File: config.mk
export PLATFORM = sky130hd
export DESIGN_NAME = imem_fetch_sequencer
export DESIGN_NICKNAME = d
export VERILOG_FILES = /design/src/rtl/isa_pkg.sv /design/src/rtl/imem_fetch_sequencer.sv
export SDC_FILE = /design/constraint.sdc
export NUM_CORES = 1
export LEC_CHECK = 0
export ABC_AREA = 1
export BUFFER_PORTS_ARGS = -buffer_cell sky130_fd_sc_hd__buf_2
export CORE_AREA = 2 2 126 128
export DETAILED_ROUTE_END_ITERATION = 8
export DIE_AREA = 0 0 128 130
export SYNTH_ARGS = -nofsm -noshare
export SYNTH_HDL_FRONTEND = slang
export SYNTH_SLANG_ARGS = --single-unit
File: constraint.sdc
create_clock -name Clk -period 1.64 [get_ports Clk]
set_input_delay 0.328 -clock Clk [delete_from_list [all_inputs] [get_ports Clk]]
set_output_delay 0.328 -clock Clk [all_outputs]
set_load 0.005 [all_outputs]
File: src/rtl/isa_pkg.sv
// Shared ISA definitions for the instruction-fetch front end: opcodes, unit selects,
// sequencer states and the opcode legality decode.
package isa_pkg;

    localparam logic [7:0] OP_MMULT     = 8'h00;
    localparam logic [7:0] OP_MADD      = 8'h01;
    localparam logic [7:0] OP_MSUB      = 8'h02;
    localparam logic [7:0] OP_MTRANS    = 8'h03;
    localparam logic [7:0] OP_MSCALE    = 8'h04;
    localparam logic [7:0] OP_MSCALEIMM = 8'h05;
    localparam logic [7:0] OP_INTADD    = 8'h10;
    localparam logic [7:0] OP_INTSUB    = 8'h11;
    localparam logic [7:0] OP_INTMUL    = 8'h12;
    localparam logic [7:0] OP_INTDIV    = 8'h13;
    localparam logic [7:0] OP_STOP      = 8'hFF;

    // address[15:12] unit selects on the shared bus
    localparam logic [3:0] UNIT_NONE = 4'h0;
    localparam logic [3:0] UNIT_IMEM = 4'h8;

    typedef enum logic [2:0] {
        ST_IDLE,
        ST_REQ,
        ST_WAIT,
        ST_PRESENT,
        ST_HALT,
        ST_ERROR
    } state_t;

    typedef struct packed {
        logic [7:0] opcode;
        logic [7:0] dest;
        logic [7:0] src1;
        logic [7:0] src2;
    } instr_t;

    function automatic logic is_matrix_opcode(input logic [7:0] op);
        return op <= OP_MSCALEIMM;
    endfunction

    function automatic logic is_legal_opcode(input logic [7:0] op);
        return is_matrix_opcode(op) || (op >= OP_INTADD && op <= OP_INTDIV);
    endfunction

endpackage

File: src/rtl/imem_fetch_sequencer.sv
// Fetches 32-bit instructions from instruction memory one at a time, decodes the
// fields and presents them to the execution engine over a valid/ready handshake.
module imem_fetch_sequencer
    import isa_pkg::*;
#(
    parameter logic [3:0] IMEM_SEL   = UNIT_IMEM,
    parameter int         IMEM_DEPTH = 10
) (
    input  logic         Clk,
    input  logic         nReset,
    input  logic         start,
    input  logic         abort,
    output logic [15:0]  address,
    output logic         nRead,
    input  logic [255:0] DataIn,
    output logic         instr_valid,
    input  logic         instr_ready,
    output logic [7:0]   opcode,
    output logic [7:0]   dest,
    output logic [7:0]   src1,
    output logic [7:0]   src2,
    output logic         is_matrix,
    output logic [11:0]  pc_out,
    output logic         busy,
    output logic         done,
    output logic         err
);

    localparam logic [11:0] LAST_PC = 12'(IMEM_DEPTH - 1);

    state_t      state_q, state_d;
    logic [11:0] pc_q, pc_d;
    logic        nread_q, nread_d;
    logic [15:0] address_q, address_d;
    logic        valid_q, valid_d;
    instr_t      instr_q, instr_d;
    logic        is_matrix_q, is_matrix_d;
    logic [11:0] pc_out_q, pc_out_d;
    logic        busy_q, busy_d;
    logic        done_q, done_d;
    logic        err_q, err_d;

    instr_t      fetched;
    logic        unused_datain;

    assign fetched       = instr_t'(DataIn[31:0]);
    assign unused_datain = ^DataIn[255:32];

    always_comb begin
        state_d     = state_q;
        pc_d        = pc_q;
        nread_d     = nread_q;
        address_d   = address_q;
        valid_d     = valid_q;
        instr_d     = instr_q;
        is_matrix_d = is_matrix_q;
        pc_out_d    = pc_out_q;
        busy_d      = busy_q;
        done_d      = done_q;
        err_d       = err_q;

        // abort beats start and handshake; any presented instruction is dropped
        if (abort) begin
            state_d   = ST_IDLE;
            pc_d      = '0;
            nread_d   = 1'b1;
            address_d = '0;
            valid_d   = 1'b0;
            busy_d    = 1'b0;
            done_d    = 1'b0;
            err_d     = 1'b0;
        end else begin
            case (state_q)
                ST_IDLE, ST_HALT, ST_ERROR: begin
                    if (start) begin
                        state_d   = ST_REQ;
                        pc_d      = '0;
                        nread_d   = 1'b0;
                        address_d = {IMEM_SEL, 12'h000};
                        busy_d    = 1'b1;
                        done_d    = 1'b0;
                        err_d     = 1'b0;
                    end
                end
                ST_REQ: begin
                    state_d   = ST_WAIT;
                    nread_d   = 1'b1;
                    address_d = '0;
                end
                ST_WAIT: begin
                    if (fetched.opcode == OP_STOP) begin
                        state_d = ST_HALT;
                        busy_d  = 1'b0;
                        done_d  = 1'b1;
                    end else if (is_legal_opcode(fetched.opcode)) begin
                        state_d     = ST_PRESENT;
                        valid_d     = 1'b1;
                        instr_d     = fetched;
                        is_matrix_d = is_matrix_opcode(fetched.opcode);
                        pc_out_d    = pc_q;
                    end else begin
                        state_d = ST_ERROR;
                        busy_d  = 1'b0;
                        err_d   = 1'b1;
                    end
                end
                ST_PRESENT: begin
                    if (instr_ready) begin
                        valid_d = 1'b0;
                        if (pc_q == LAST_PC) begin
                            state_d = ST_ERROR;
                            busy_d  = 1'b0;
                            err_d   = 1'b1;
                        end else begin
                            state_d   = ST_REQ;
                            pc_d      = pc_q + 12'd1;
                            nread_d   = 1'b0;
                            address_d = {IMEM_SEL, pc_q + 12'd1};
                        end
                    end
                end
                default: begin
                    state_d = ST_IDLE;
                end
            endcase
        end
    end

    always_ff @(posedge Clk) begin
        if (!nReset) begin
            state_q     <= ST_IDLE;
            pc_q        <= '0;
            nread_q     <= 1'b1;
            address_q   <= '0;
            valid_q     <= 1'b0;
            instr_q     <= '0;
            is_matrix_q <= 1'b0;
            pc_out_q    <= '0;
            busy_q      <= 1'b0;
            done_q      <= 1'b0;
            err_q       <= 1'b0;
        end else begin
            state_q     <= state_d;
            pc_q        <= pc_d;
            nread_q     <= nread_d;
            address_q   <= address_d;
            valid_q     <= valid_d;
            instr_q     <= instr_d;
            is_matrix_q <= is_matrix_d;
            pc_out_q    <= pc_out_d;
            busy_q      <= busy_d;
            done_q      <= done_d;
            err_q       <= err_d;
        end
    end

    assign address     = address_q;
    assign nRead       = nread_q;
    assign instr_valid = valid_q;
    assign opcode      = instr_q.opcode;
    assign dest        = instr_q.dest;
    assign src1        = instr_q.src1;
    assign src2        = instr_q.src2;
    assign is_matrix   = is_matrix_q;
    assign pc_out      = pc_out_q;
    assign busy        = busy_q;
    assign done        = done_q;
    assign err         = err_q;

endmodule

Word level (Yosys, flattened, before mapping). Cells that the tools add are included.

Bits of input ports: 261. Output and inout port bits: 66. Register bits: 81. Logic and storage cells: 90.

Magnitude comparators: 3. Equal/unequal tests: 16. Reduce and logical (&&, ||, !) cells: 18. $add $sub $neg: 1. Muxes and demuxes: 35. Bitwise operators: 3.

Operators with widths (number): 2-to-1 mux 16 bit (3); one-hot mux 16 bit (3 select lines) (1); 2-to-1 mux 12 bit (3); one-hot mux 12 bit (2 select lines) (1); 2-to-1 mux 1 bit (16); inequality test 2 bit (second input constant) (8); AND reduction 4 bit (4); 2-to-1 mux 3 bit (5); adder 12 x 1 -> 12 bit (second input constant) (1); equality test 12 x 4 -> 1 bit (second input constant) (1); one-hot mux 3 bit (4 select lines) (1); one-hot mux 1 bit (3 select lines) (3); equality test 8 bit (second input constant) (1); greater-or-equal comparator 8 x 5 -> 1 bit (second input constant) (1); less-or-equal comparator 8 x 3 -> 1 bit (second input constant) (1); less-or-equal comparator 8 x 5 -> 1 bit (second input constant) (1); equality test 3 x 2 -> 1 bit (second input constant) (2); equality test 3 bit (second input constant) (2); AND reduction 6 bit (1); nonzero test 2 bit (3); nonzero test 3 bit (2); AND reduction 5 bit (1); one-hot mux 1 bit (2 select lines) (2); equality test 3 x 1 -> 1 bit (second input constant) (1); 9 further kinds (11).

Longest topological paths before layout.
Depth in word-level cells: 6. Gate-level depth with buffers: 11. Depth with buffers taken out: 11.

Worst setup path before layout. Ideal clock, no wire load.

Kind: register -> register. Start point: register pc_q[0]. End point: register address_q[11] (netlist: address[11]). Cell stages (with the launch flop): 10. Setup time: 0.111 ns. Period minus slack after synthesis: 1.452 ns. Buffers on the path: 1. Path slack: 0.188 ns. Data arrival time: 1.341 ns. Cells stage by stage: dfxtp_1 > ha_1 > nand3_1 > nor2_1 > nand3_4 > nand3_4 > buf_6 > nand2_1 > nand2_1 > nor2_1.

Word-level cells in the longest chain between the ends: 4. Elaborated cells between the ends (all ways): 7.

RTL lines: start: declaration (RTL line imem_fetch_sequencer.sv:32) `logic [11:0] pc_q, pc_d;`; start signal: assignment (RTL line imem_fetch_sequencer.sv:144) `pc_q <= pc_d;`; adder 12 x 1 -> 12 bit (RTL line imem_fetch_sequencer.sv:118) `address_d = {IMEM_SEL, pc_q + 12'd1};`; 2-to-1 mux 16 bit (RTL line imem_fetch_sequencer.sv:110) `if (pc_q == LAST_PC) begin`; 2-to-1 mux 16 bit (RTL line imem_fetch_sequencer.sv:108) `if (instr_ready) begin`; one-hot mux 16 bit (3 select lines) (RTL line imem_fetch_sequencer.sv:73) `case (state_q)`; end signal: assignment (RTL line imem_fetch_sequencer.sv:146) `address_q <= address_d;`; end: declaration (RTL line imem_fetch_sequencer.sv:34) `logic [15:0] address_q, address_d;`.

Several ways; a longest one is shown, not always the timed one. The select of a mux whose other input is x is not followed. A chain may end at the register's enable or synchronous reset.

Final worst setup path.
Start point: register state_q[0]. End point: register pc_out_q[4] (netlist: pc_out[4]).

Word-level cells in the longest chain between the ends: 2.

RTL lines: start: declaration (RTL line imem_fetch_sequencer.sv:31) `state_t state_q, state_d;`; start signal: assignment (RTL line imem_fetch_sequencer.sv:143) `state_q <= state_d;`; equality test 3 x 2 -> 1 bit (RTL line imem_fetch_sequencer.sv:73); AND reduction 4 bit (no line); end signal: assignment (RTL line imem_fetch_sequencer.sv:150) `pc_out_q <= pc_out_d;`; end: declaration (RTL line imem_fetch_sequencer.sv:38) `logic [11:0] pc_out_q, pc_out_d;`.

Every way passes these cells.

==> run_results.csv <==
group,metric,value,unit
clock_network,clk_pin_slew_worst_paths,60,ps
critical_path,critical_path.cell_chain,"buf_4, nor2_4, nand3_4, nor2_4, buf_12, o21ai_0, a21oi_1",
clock_network,cts_num_sinks,78,
power_and_ir_drop,p_int,0.003327,W
worst_hold_path,hold_start,"DataIn[9]",
routing,vias,3305,
power_and_ir_drop,p_sw,0.001076,W
logic_synthesis,synth.avg_cell_area,7.105,µm²
logic_synthesis,synth_top_family_by_area,"simple AND/OR/NAND/NOR gates",
timing,final-hold-violation-count,0,
finish,finalInstanceArea,4598,µm²
critical_path,critPathLaunch,"state_q[0]",
logic_synthesis,ys_async_sr_fraction,0,
routing,wire_per_inst,13.77,µm
place,numPortBuffers,99,
clock_network,htree_levels,3,
global_route,grt.overflow.total,0,
routing,first_pass_iters,5,
critical_path,timing.rr.end,"pc_out[4]",
logic_synthesis,synthMuxAreaShare,0,
die,die_area,16640,µm²
finish,diodes,0,
logic_synthesis,synth_edf_count,0,
routing,totalWireLength,10990,µm
place,pre_cts_ws,-1.340,ps
routing,route.detailed.drc,0,
power_and_ir_drop,ir_drop,0.8488,mV
logic_synthesis,yosysWarnings,0,
logic_synthesis,syn_area,3467,µm²
critical_path,worstPathMaxFanout,51,
timing,fin_ws,150.5,ps
critical_path,worstSetupStartpointType,"flip-flop",
critical_path,r2r-start,"state_q[0]",
die,rows,46,
outcome,run_status,"complete, no violations",
power_and_ir_drop,powerDensity,957.4,nW/µm²
timing,worst_clock_skew,11.05,ps
finish,drive_gt1_frac,0.2954,
clock_network,clk_latency,340,ps
routing,antenna_left,0,
die,die_x,128,µm
logic_synthesis,synth_compound_area_frac,0.1281,
timing,whs,214.4,ps
global_route,antenna_found_initial,0,
routing,first_iter_violations,142,
clock_network,clock_path_buffers,2,
timing,rsz0062_at_grt,"no",
finish,mostFrequentLayoutCell,"nor2_1",
critical_path,end_kind,"flip-flop",
clock_network,cts_root_buf,"clkbuf_16",
worst_hold_path,hold_path.class,"in2reg",
timing,setup_viol,0,
power_and_ir_drop,p_clk_frac,0.472,
global_route,first_global_vias,2941,
power_and_ir_drop,seq_power_share,0.443,
die,start_util,0.2248,
critical_path,slowest_stage,"dfxtp_2",
global_route,grt_use_met2,0.1724,
finish,ff_latch_area,1568,µm²
place,dpl.cell_count,780,
timing,slew_violations,0,
finish,fillCellCount,1708,
logic_synthesis,ys_seq_area_frac,0.4504,
critical_path,crit_path_frequent_cell,"nor2_4",
place,post_dp_cell_area,4232,µm²
critical_path,cp_slowest_stage_delay,350,ps
critical_path,r2r_slack,150,ps
die,core,15420,µm²
logic_synthesis,synthCells,488,
global_route,gr-usage-met3,0.09676,
finish,layout.cells.non_filler,798,
clock_network,cts_tree,"yes",
finish,area_growth,32.62,%
die,die_h,130,µm
logic_synthesis,synth_xor_xnor_area_share,0,
logic_synthesis,synthAdderAreaFrac,0.007218,
critical_path,endpoint,"pc_out[4]",
place,place_congestion,0.7924,
finish,layout_common_cells,"106 x nor2_1, 99 x buf_2, 82 x nand2_1",
critical_path,crit_required,1910,ps
timing,min_period_over_period,0.9082,
finish,final_nets,864,
logic_synthesis,synth-simple-area-share,0.2945,
finish,multi_input_area,1546,µm²
power_and_ir_drop,netSwitchingFraction,0.2444,
logic_synthesis,synth_cell_types,28,
global_route,grtUsageTotal,0.1285,
place,dp_hpwl,8033,µm
logic_synthesis,synth-seq-cells,78,
critical_path,ff2ff_path_depth,7,
clock_network,numCtsBuffers,9,
critical_path,crit_arrival,1760,ps
routing,vias_per_cell,4.142,
global_route,grt_pass1_wl,16010,µm
flow_run,max_cap_violations,0,
power_and_ir_drop,p_leak,2.285,nW
logic_synthesis,synth-main-ff-cell,"dfxtp_1",
critical_path,path_class,"reg2reg",
global_route,grtUsageMet1,0.1603,
global_route,grt_start_max_net_pins,52,
timing,fmax,0.6714,GHz
timing,period_needed,1490,ps
power_and_ir_drop,power_frac_comb,0.085,
die,boundaryPins,327,
global_route,grt_busiest_layer,"met2",
-- power by group through the flow --
| stage | registers, W | clock network (W) | logic [W] |
|---|---|---|---|
| 2_1_floorplan | 0.00199 | 0 | 0.000247 |
| 3_3_place_gp | 0.00199 | 0 | 0.000353 |
| 3_5_place_dp | 0.00199 | 0 | 0.000356 |
| 4_1_cts | 0.00195 | 0.00214 | 0.000358 |
| 5_1_grt | 0.00195 | 0.00219 | 0.000421 |
| 6_report | 0.00195 | 0.00208 | 0.000373 |
-- kinds of logic (layout without fill, tap and decap cells) --
kind of cell	Yosys count	count (layout)
compound gates	88	88
fa+ha+maj	2	2
buf+inv	85	199
flops	78	78
other cells	1	3
simple gates	234	236
-- synthesized netlist by cell type, types with 4 or more instances --
cell type  instances  share of area
nand3_4            4          0.020
nand3_1           17          0.025
o21ai_0           24          0.035
clkbuf_1           5         0.0054
buf_2              5         0.0072
nand4_1            4         0.0072
nand2_2            9          0.016
a21oi_1           31          0.045
buf_6              9          0.029
nand2_1           82          0.089
inv_2             12          0.013
buf_4              4         0.0087
nor2_1           108           0.12
inv_1             45          0.049
o21ai_1           32          0.046
nor3_1             5         0.0072
dfxtp_1           78           0.45
-- timing repair --
action | CTS | global route
setup endpoints to repair | 1 | 50
pin swaps | 0 | 2
gates cloned | 0 | 2
setup buffers | 0 | 0
hold buffers | 0 | 0
resized for setup | 1 | 13
-- per-stage QoR --
step                setup TNS (ps)  utilization  total power (W)
finish                           0       0.2981         0.004402
CTS                              0       0.2945         0.004449
global route                     0       0.2981         0.004569
floorplan                        0            -         0.002237
detailed placement          -1.340       0.2743         0.002349
global placement            -2.686       0.2743         0.002345
-- worst min path at each step --
stage	slack, ps	end	depth (start not counted)
floorplan	420	is_matrix	1
global placement	430	instr_valid	2
finish	210	src1[1]	3
detailed placement	450	instr_valid	2
global route	210	src1[0]	3
CTS	190	src1[1]	3
-- cell type report --
type | instances | area share
timing repair buffer | 123 | 0.1532
clock inverter | 5 | 0.01224
clock buffer | 11 | 0.05497
inverter | 60 | 0.05007
sequential | 78 | 0.3410
multi-input combinational | 329 | 0.3363
tap | 192 | 0.05224
-- metal layers --
| layer | up-vias | part of all wire |
|---|---|---|
| li1 | 1749 | - |
| met1 | 1457 | 0.46 |
| met2 | 88 | 0.39 |
| met3 | 11 | 0.14 |
| met4 | 0 | 0.011 |
| met5 | - | 0 |
-- critical path: cells and delay by family (launching register included) --
family	cells	cell delay, ps
simple gates	3	400
compound gates	2	250
flops	1	350
buf+inv	2	380
-- flip-flops by register name (all words and copies together), names as in the netlist, 3 cells and up --
register,flops
address,13
dest,8
opcode,8
pc_out,12
pc_q,12
src1,8
src2,8
state_q,3
(Power assumes the default switching activity.)
